===== src/rtl/mipi_csi_rx_packet_decoder_nlane.sv =====
// CSI-2 receive packet decoder for 1, 2 or 4 byte lanes: sync hunt,
// header ECC/VC check, payload forwarding and short-packet strobes.
module mipi_csi_rx_packet_decoder_nlane #(
  parameter int         LANES        = 4,
  parameter bit         ECC_CHECK_EN = 1'b1,
  parameter bit         VC_FILTER_EN = 1'b0,
  parameter logic [1:0] VC_ID        = 2'd0
) (
  input  logic               clk_i,
  input  logic               reset_n_i,
  input  logic               data_valid_i,
  input  logic [8*LANES-1:0] data_i,
  output logic               output_valid_o,
  output logic [8*LANES-1:0] data_o,
  output logic [LANES-1:0]   byte_en_o,
  output logic [15:0]        packet_length_o,
  output logic [2:0]         packet_type_o,
  output logic [1:0]         virtual_channel_o,
  output logic               frame_start_o,
  output logic               frame_end_o,
  output logic               line_start_o,
  output logic               line_end_o,
  output logic               packet_done_o,
  output logic               ecc_error_o
);
  localparam int W = 8 * LANES;
  localparam logic [15:0] STEP = 16'(LANES);

  typedef enum logic [1:0] {
    IDLE,
    HEADER,
    PAYLOAD,
    DRAIN
  } state_e;

  state_e state_q, state_d;
  logic [15:0] rem_q, rem_d;
  logic ov_q, ov_d;
  logic [W-1:0] data_q, data_d;
  logic [LANES-1:0] be_q, be_d;
  logic [15:0] len_q, len_d;
  logic [2:0] typ_q, typ_d;
  logic [1:0] vc_q, vc_d;
  logic fs_q, fs_d, fe_q, fe_d;
  logic ls_q, ls_d, le_q, le_d;
  logic done_q, done_d, ecc_q, ecc_d;

  logic [31:0] hdr;
  logic hdr_last;
  logic sync_hit;
  logic [7:0] di;
  logic [15:0] wc;
  logic [7:0] ecc_b;
  logic ecc_ok;
  logic vc_ok;

  function automatic logic [5:0] ecc6(input logic [23:0] d);
    logic [5:0] p;
    p[0] = ^(d & 24'hF12CB7);
    p[1] = ^(d & 24'hF2555B);
    p[2] = ^(d & 24'h749A6D);
    p[3] = ^(d & 24'hB8E38E);
    p[4] = ^(d & 24'hDF03F0);
    p[5] = ^(d & 24'hEFFC00);
    return p;
  endfunction

  function automatic logic [2:0] type_map(input logic [5:0] dt);
    case (dt)
      6'h2A:   return 3'd0;
      6'h2B:   return 3'd1;
      6'h2C:   return 3'd2;
      6'h2D:   return 3'd3;
      6'h1E:   return 3'd4;
      6'h24:   return 3'd5;
      default: return 3'd7;
    endcase
  endfunction

  // Narrow lanes shift header words in from the top; lane 0 is earliest.
  if (LANES == 4) begin : g_hdr1
    assign hdr = data_i;
    assign hdr_last = 1'b1;
  end else begin : g_hdrn
    localparam int HW = 4 / LANES;
    logic [31-W:0] sh_q;
    logic [1:0] cnt_q;

    assign hdr = {data_i, sh_q};
    assign hdr_last = (cnt_q == 2'(HW - 1));

    always_ff @(posedge clk_i or negedge reset_n_i) begin
      if (!reset_n_i) begin
        sh_q  <= '0;
        cnt_q <= '0;
      end else begin
        if (data_valid_i) sh_q <= hdr[31:W];
        if (state_q == HEADER && data_valid_i && !hdr_last)
          cnt_q <= cnt_q + 2'd1;
        else
          cnt_q <= 2'd0;
      end
    end
  end

  assign sync_hit = (data_i == {LANES{8'hB8}});
  assign {ecc_b, wc, di} = hdr;
  assign ecc_ok = (ecc_b == {2'b00, ecc6({wc, di})});
  assign vc_ok = !VC_FILTER_EN || (di[7:6] == VC_ID);

  always_comb begin
    state_d = state_q;
    rem_d   = rem_q;
    ov_d    = 1'b0;
    data_d  = '0;
    be_d    = '0;
    len_d   = len_q;
    typ_d   = typ_q;
    vc_d    = vc_q;
    fs_d    = 1'b0;
    fe_d    = 1'b0;
    ls_d    = 1'b0;
    le_d    = 1'b0;
    done_d  = 1'b0;
    ecc_d   = 1'b0;
    unique case (state_q)
      IDLE: begin
        if (data_valid_i) state_d = sync_hit ? HEADER : DRAIN;
      end
      HEADER: begin
        if (!data_valid_i) begin
          state_d = IDLE;
        end else if (hdr_last) begin
          state_d = DRAIN;
          ecc_d   = !ecc_ok;
          if ((ecc_ok || !ECC_CHECK_EN) && vc_ok) begin
            if (di[5:2] == 4'd0) begin
              unique case (di[1:0])
                2'd0: fs_d = 1'b1;
                2'd1: fe_d = 1'b1;
                2'd2: ls_d = 1'b1;
                2'd3: le_d = 1'b1;
              endcase
            end else if (di[5:4] != 2'd0) begin
              len_d = wc;
              typ_d = type_map(di[5:0]);
              vc_d  = di[7:6];
              if (wc == 16'd0) begin
                done_d = 1'b1;
              end else begin
                state_d = PAYLOAD;
                rem_d   = wc;
              end
            end
          end
        end
      end
      PAYLOAD: begin
        if (!data_valid_i) begin
          state_d = IDLE;
        end else begin
          ov_d   = 1'b1;
          data_d = data_i;
          rem_d  = rem_q - STEP;
          if (rem_q <= STEP) begin
            done_d  = 1'b1;
            state_d = DRAIN;
            for (int i = 0; i < LANES; i++)
              be_d[i] = (16'(i) < rem_q);
          end else begin
            be_d = '1;
          end
        end
      end
      DRAIN: begin
        if (!data_valid_i) state_d = IDLE;
      end
      default: state_d = IDLE;
    endcase
  end

  always_ff @(posedge clk_i or negedge reset_n_i) begin
    if (!reset_n_i) begin
      state_q <= IDLE;
      rem_q   <= '0;
      ov_q    <= 1'b0;
      data_q  <= '0;
      be_q    <= '0;
      len_q   <= '0;
      typ_q   <= '0;
      vc_q    <= '0;
      fs_q    <= 1'b0;
      fe_q    <= 1'b0;
      ls_q    <= 1'b0;
      le_q    <= 1'b0;
      done_q  <= 1'b0;
      ecc_q   <= 1'b0;
    end else begin
      state_q <= state_d;
      rem_q   <= rem_d;
      ov_q    <= ov_d;
      data_q  <= data_d;
      be_q    <= be_d;
      len_q   <= len_d;
      typ_q   <= typ_d;
      vc_q    <= vc_d;
      fs_q    <= fs_d;
      fe_q    <= fe_d;
      ls_q    <= ls_d;
      le_q    <= le_d;
      done_q  <= done_d;
      ecc_q   <= ecc_d;
    end
  end

  assign output_valid_o    = ov_q;
  assign data_o            = data_q;
  assign byte_en_o         = be_q;
  assign packet_length_o   = len_q;
  assign packet_type_o     = typ_q;
  assign virtual_channel_o = vc_q;
  assign frame_start_o     = fs_q;
  assign frame_end_o       = fe_q;
  assign line_start_o      = ls_q;
  assign line_end_o        = le_q;
  assign packet_done_o     = done_q;
  assign ecc_error_o       = ecc_q;

endmodule

===== config.mk =====
export PLATFORM = sky130hd
export DESIGN_NAME = mipi_csi_rx_packet_decoder_nlane
export DESIGN_NICKNAME = d
export VERILOG_FILES = /design/src/rtl/mipi_csi_rx_packet_decoder_nlane.sv
export SDC_FILE = /design/constraint.sdc
export NUM_CORES = 1
export LEC_CHECK = 0
export ABC_AREA = 0
export CAP_MARGIN = 20
export CORE_MARGIN = 2
export CORE_UTILIZATION = 30
export CTS_BUF_LIST = sky130_fd_sc_hd__clkbuf_8
export DETAILED_ROUTE_END_ITERATION = 6
export PLACE_DENSITY = 0.56
export SETUP_SLACK_MARGIN = 0.4
export SLEW_MARGIN = 40
export SYNTH_ARGS = -nofsm -noshare
export SYNTH_HDL_FRONTEND = slang
export SYNTH_SLANG_ARGS = --single-unit

===== constraint.sdc =====
create_clock -name clk_i -period 3.5 [get_ports clk_i]
set_input_delay 0.35 -clock clk_i [delete_from_list [all_inputs] [get_ports clk_i]]
set_output_delay 0.35 -clock clk_i [all_outputs]
set_load 0.1 [all_outputs]

==> impl_metrics.csv <==
group,metric,value,unit
outcome,run_status,"finished with violations",
outcome,violations,"negative hold slack",
clock_network,clk_path_buf_depth,2,
logic_synthesis,yosys.area.top_type_share,46.3,%
setup_path,cp.required,3.76,ns
timing,worst_pin_slew,0.627,ns
clock_network,clkSinkCount,82,
cells_and_area,fill_cells,1401,
power,p_comb_share,47.3,%
timing,setup_slack,0.469,ns
clock_network,tritoncts,"built",
setup_path,crit_end,"packet_length_o[6]",
route,drt-wirelength-per-cell,18.0,um
setup_path,crit_family,"buffers and inverters",
logic_synthesis,ys_types,53,
setup_path,ff2ff_path_depth,9,
clock_network,cts_made_buffers,9,
floorplan,fp.dieH,125,um
route,ant_nets,0,
logic_synthesis,async_flop_share,100,%
clock_network,hold_buffers,0,
cells_and_area,final_cells,734,
setup_path,crit_chain,"clkdlybuf4s50_1, inv_1, ha_1, xnor3_1, xnor2_2, nor3_2, o211ai_2, or3_4, nor3_4, buf_4, buf_12, mux2_2",
route,drt_iter0_markers,219,
logic_synthesis,yosys.area.top_type,"dfrtp_1",
cells_and_area,area_delta_synth_final,38.8,%
route,vias,3587,
placement,place_congestion,0.889,
global_routing,overflow,0,
power,power_frac_clock,20.7,%
timing,fin_crit,3.03,ns
cells_and_area,drive_gt1_share,33.5,%
job,maxCapViolations,0,
power,p_switching,0.00176,W
power,max-vdd-ir-drop,0.283,mV
setup_path,crit_path_max_incr_delay,0.51,ns
logic_synthesis,syn-mean-instance-area,11.2,um^2
timing,hold_viol,54,
placement,dp_slack,-0.127,ns
logic_synthesis,syn-num-nets,465,
power,p_int,0.00216,W
clock_network,clk-insertion-delay-late,0.37,ns
placement,port_buffers,98,
setup_path,critPathKind,"input pin to flop",
timing,slew_headroom,57.8,%
timing,skew,0.00612,ns
placement,dp_hpwl,9900,um
floorplan,rows,44,
timing,hold_slack,-0.0408,ns
timing,clock.fmax,330,MHz
logic_synthesis,synth.top_cells.by_count,"dfrtp_1 (82), nor2_1 (43), ha_1 (35), inv_1 (32), xnor2_1 (25)",
global_routing,antenna_found_initial,0,
clock_network,cts-root-buf,"clkbuf_8",
logic_synthesis,synthCells,395,
global_routing,grt_pass1_wl,20300,um
floorplan,coreArea,0.0145,mm^2
route,drc,0,
cells_and_area,multiInputGateArea,0.00236,mm^2
min_path,worstHoldPathType,"input pin to asynchronous set/reset pin",
setup_path,worstPathArrival,3.29,ns
logic_synthesis,synth-seq-area-share,46.3,%
floorplan,ios,99,
global_routing,grt_pass1_vias,3648,
clock_network,clkTransAtPathRegs,0.08,ns
cells_and_area,seqCellArea,0.00205,mm^2
placement,dp.cells,713,
timing,fin_crit_sh,86.6,%
setup_path,cp_max_fo,11,
cells_and_area,antenna_cells,0,
timing,setup-tns-final,0,ns
logic_synthesis,ys_top_cells_by_area,"dfrtp_1 (46%), ha_1 (9.9%), mux2_2 (6.1%)",
route,drt_pass1_iterations,5,
setup_path,cp-start-kind,"input pin",
timing,slew_viol_final,0,
setup_path,worstReg2RegEnd,"rem_q[12]",
timing,setup_viol,0,
clock_network,htreeDepth,3,
global_routing,track_usage,16.7,%
setup_path,cp.buffers_inverters,4,
cells_and_area,fin_nets,615,
setup_path,reg2reg_from,"rem_q[2]",
route,via_per_inst,4.89,
power,powerDensity,637,mW/mm^2
setup_path,slowest_stage,"clkdlybuf4s50_1",
logic_synthesis,ys_seq_elements,82,
logic_synthesis,synth_enable_flop_cells,0,
route,routed_wl,13200,um
setup_path,cp.depth,12,
floorplan,dieArea,0.0157,mm^2
power,swShare,44.9,%
setup_path,crit_path_end_kind,"flop",
global_routing,grt_max_degree,67,
power,p_seq_share,32.0,%
logic_synthesis,post-synth-top-count-cell,"dfrtp_1",
power,p_leak,3.21,nW
floorplan,die-width,125,um
logic_synthesis,synth_ff_type,"dfrtp_1",
timing,rsz0062_at_grt,"false",
logic_synthesis,syn-cell-area,0.00443,mm^2
floorplan,initial_core_util,30.6,%
setup_path,r2r_setup_slack,0.85,ns
logic_synthesis,synth-warning-count,0,
setup_path,startpoint,"data_i[10]",
-- cell usage in the layout, fill, tap and decap left out, drive strengths merged, types with 4 or more instances in the layout --
master	instances
nand4	6
clkdlybuf4s50	27
ha	35
xnor2	25
dfrtp	82
o32a	4
a211oi	5
or3	4
xor2	4
and2	6
dlymetal6s2s	6
inv	34
xnor3	8
nand3	7
nand2	10
mux2	24
and4	5
and3	12
nor2	43
buf	118
clkbuf	10
o211ai	5
o21ai	5
nor3	14
-- state kept, by name (all words and copies together) (netlist names) --
register,flops
frame_start_o,1
byte_en_o,4
state_q,2
packet_length_o,16
frame_end_o,1
packet_done_o,1
line_start_o,1
output_valid_o,1
virtual_channel_o,2
ecc_error_o,1
line_end_o,1
packet_type_o,3
data_o,32
rem_q,16
-- worst min-delay path by stage --
stage                            start                  to  slack, ns  cells after the start
finish                       reset_n_i    packet_type_o[1]      -0.04                      1
global route                 reset_n_i  packet_length_o[2]      0.004                      1
floorplan                    reset_n_i        byte_en_o[0]       0.05                      0
CTS                          reset_n_i    packet_type_o[1]       0.10                      1
global placement             reset_n_i    packet_type_o[1]       0.50                      1
detailed placement  packet_length_o[0]  packet_length_o[0]       0.49                      1
-- per-stage QoR --
step | utilization [%] | hold slack, ns | total power, W | instance area [um^2]
after detailed placement | 39.0 | 0.491 | 0.00307 | 5650
final | 42.4 | -0.0408 | 0.00391 | 6150
after global routing | 42.4 | 0.00410 | 0.00411 | 6150
after global placement | 41.2 | 0.498 | 0.00313 | 5970
after CTS | 41.2 | 0.101 | 0.00391 | 5970
after floorplan | - | 0.0544 | 0.00257 | 4430
-- cell families after synthesis --
kind of cell | after synthesis | synth area share, %
adder cells (fa/ha/maj) | 35 | 9.89
AND/OR/NAND/NOR | 123 | 14.9
flip-flops | 82 | 46.3
AO/OA/AOI/OAI | 45 | 7.97
buffers and inverters | 46 | 4.29
multiplexers | 27 | 6.78
XOR/XNOR | 37 | 9.80
-- what timing repair did --
action                     CTS  global route
setup buffers                2             1
pin swaps                    4            11
setup endpoints to repair   26            32
gates resized for setup      6            24
gates cloned                 1             1
-- routing by layer --
metal / vias to the layer above / share of wire [%] / track usage, % / wire (um)
li1: 1693 / - / - / -
met1: 1768 / 46 / 22.7 / 6030
met2: 104 / 47 / 26.0 / 6150
met3: 22 / 5.7 / 4.75 / 747
met4: 0 / 1.9 / 4.90 / 256
met5: - / 0 / 0 / 0
-- area by class of cell --
class                      instances  share of cell area [%]
multi-input combinational        267                    38.4
sequential                        82                    33.4
timing repair buffer             152                    18.7
tap                              184                    3.75
clock buffer                       9                    2.02
inverter                          33                    2.02
clock inverter                     7                    1.79
-- power by group through the flow --
stage / combinational [W] / clock, W / sequential, W
floorplan: 0.000662 / 0 / 0.00191
global placement: 0.00187 / 0 / 0.00127
finish: 0.00185 / 0.000810 / 0.00125
detailed placement: 0.00180 / 0 / 0.00127
global route: 0.00196 / 0.000869 / 0.00128
CTS: 0.00183 / 0.000837 / 0.00125
Power figures use the tool's default switching activity.
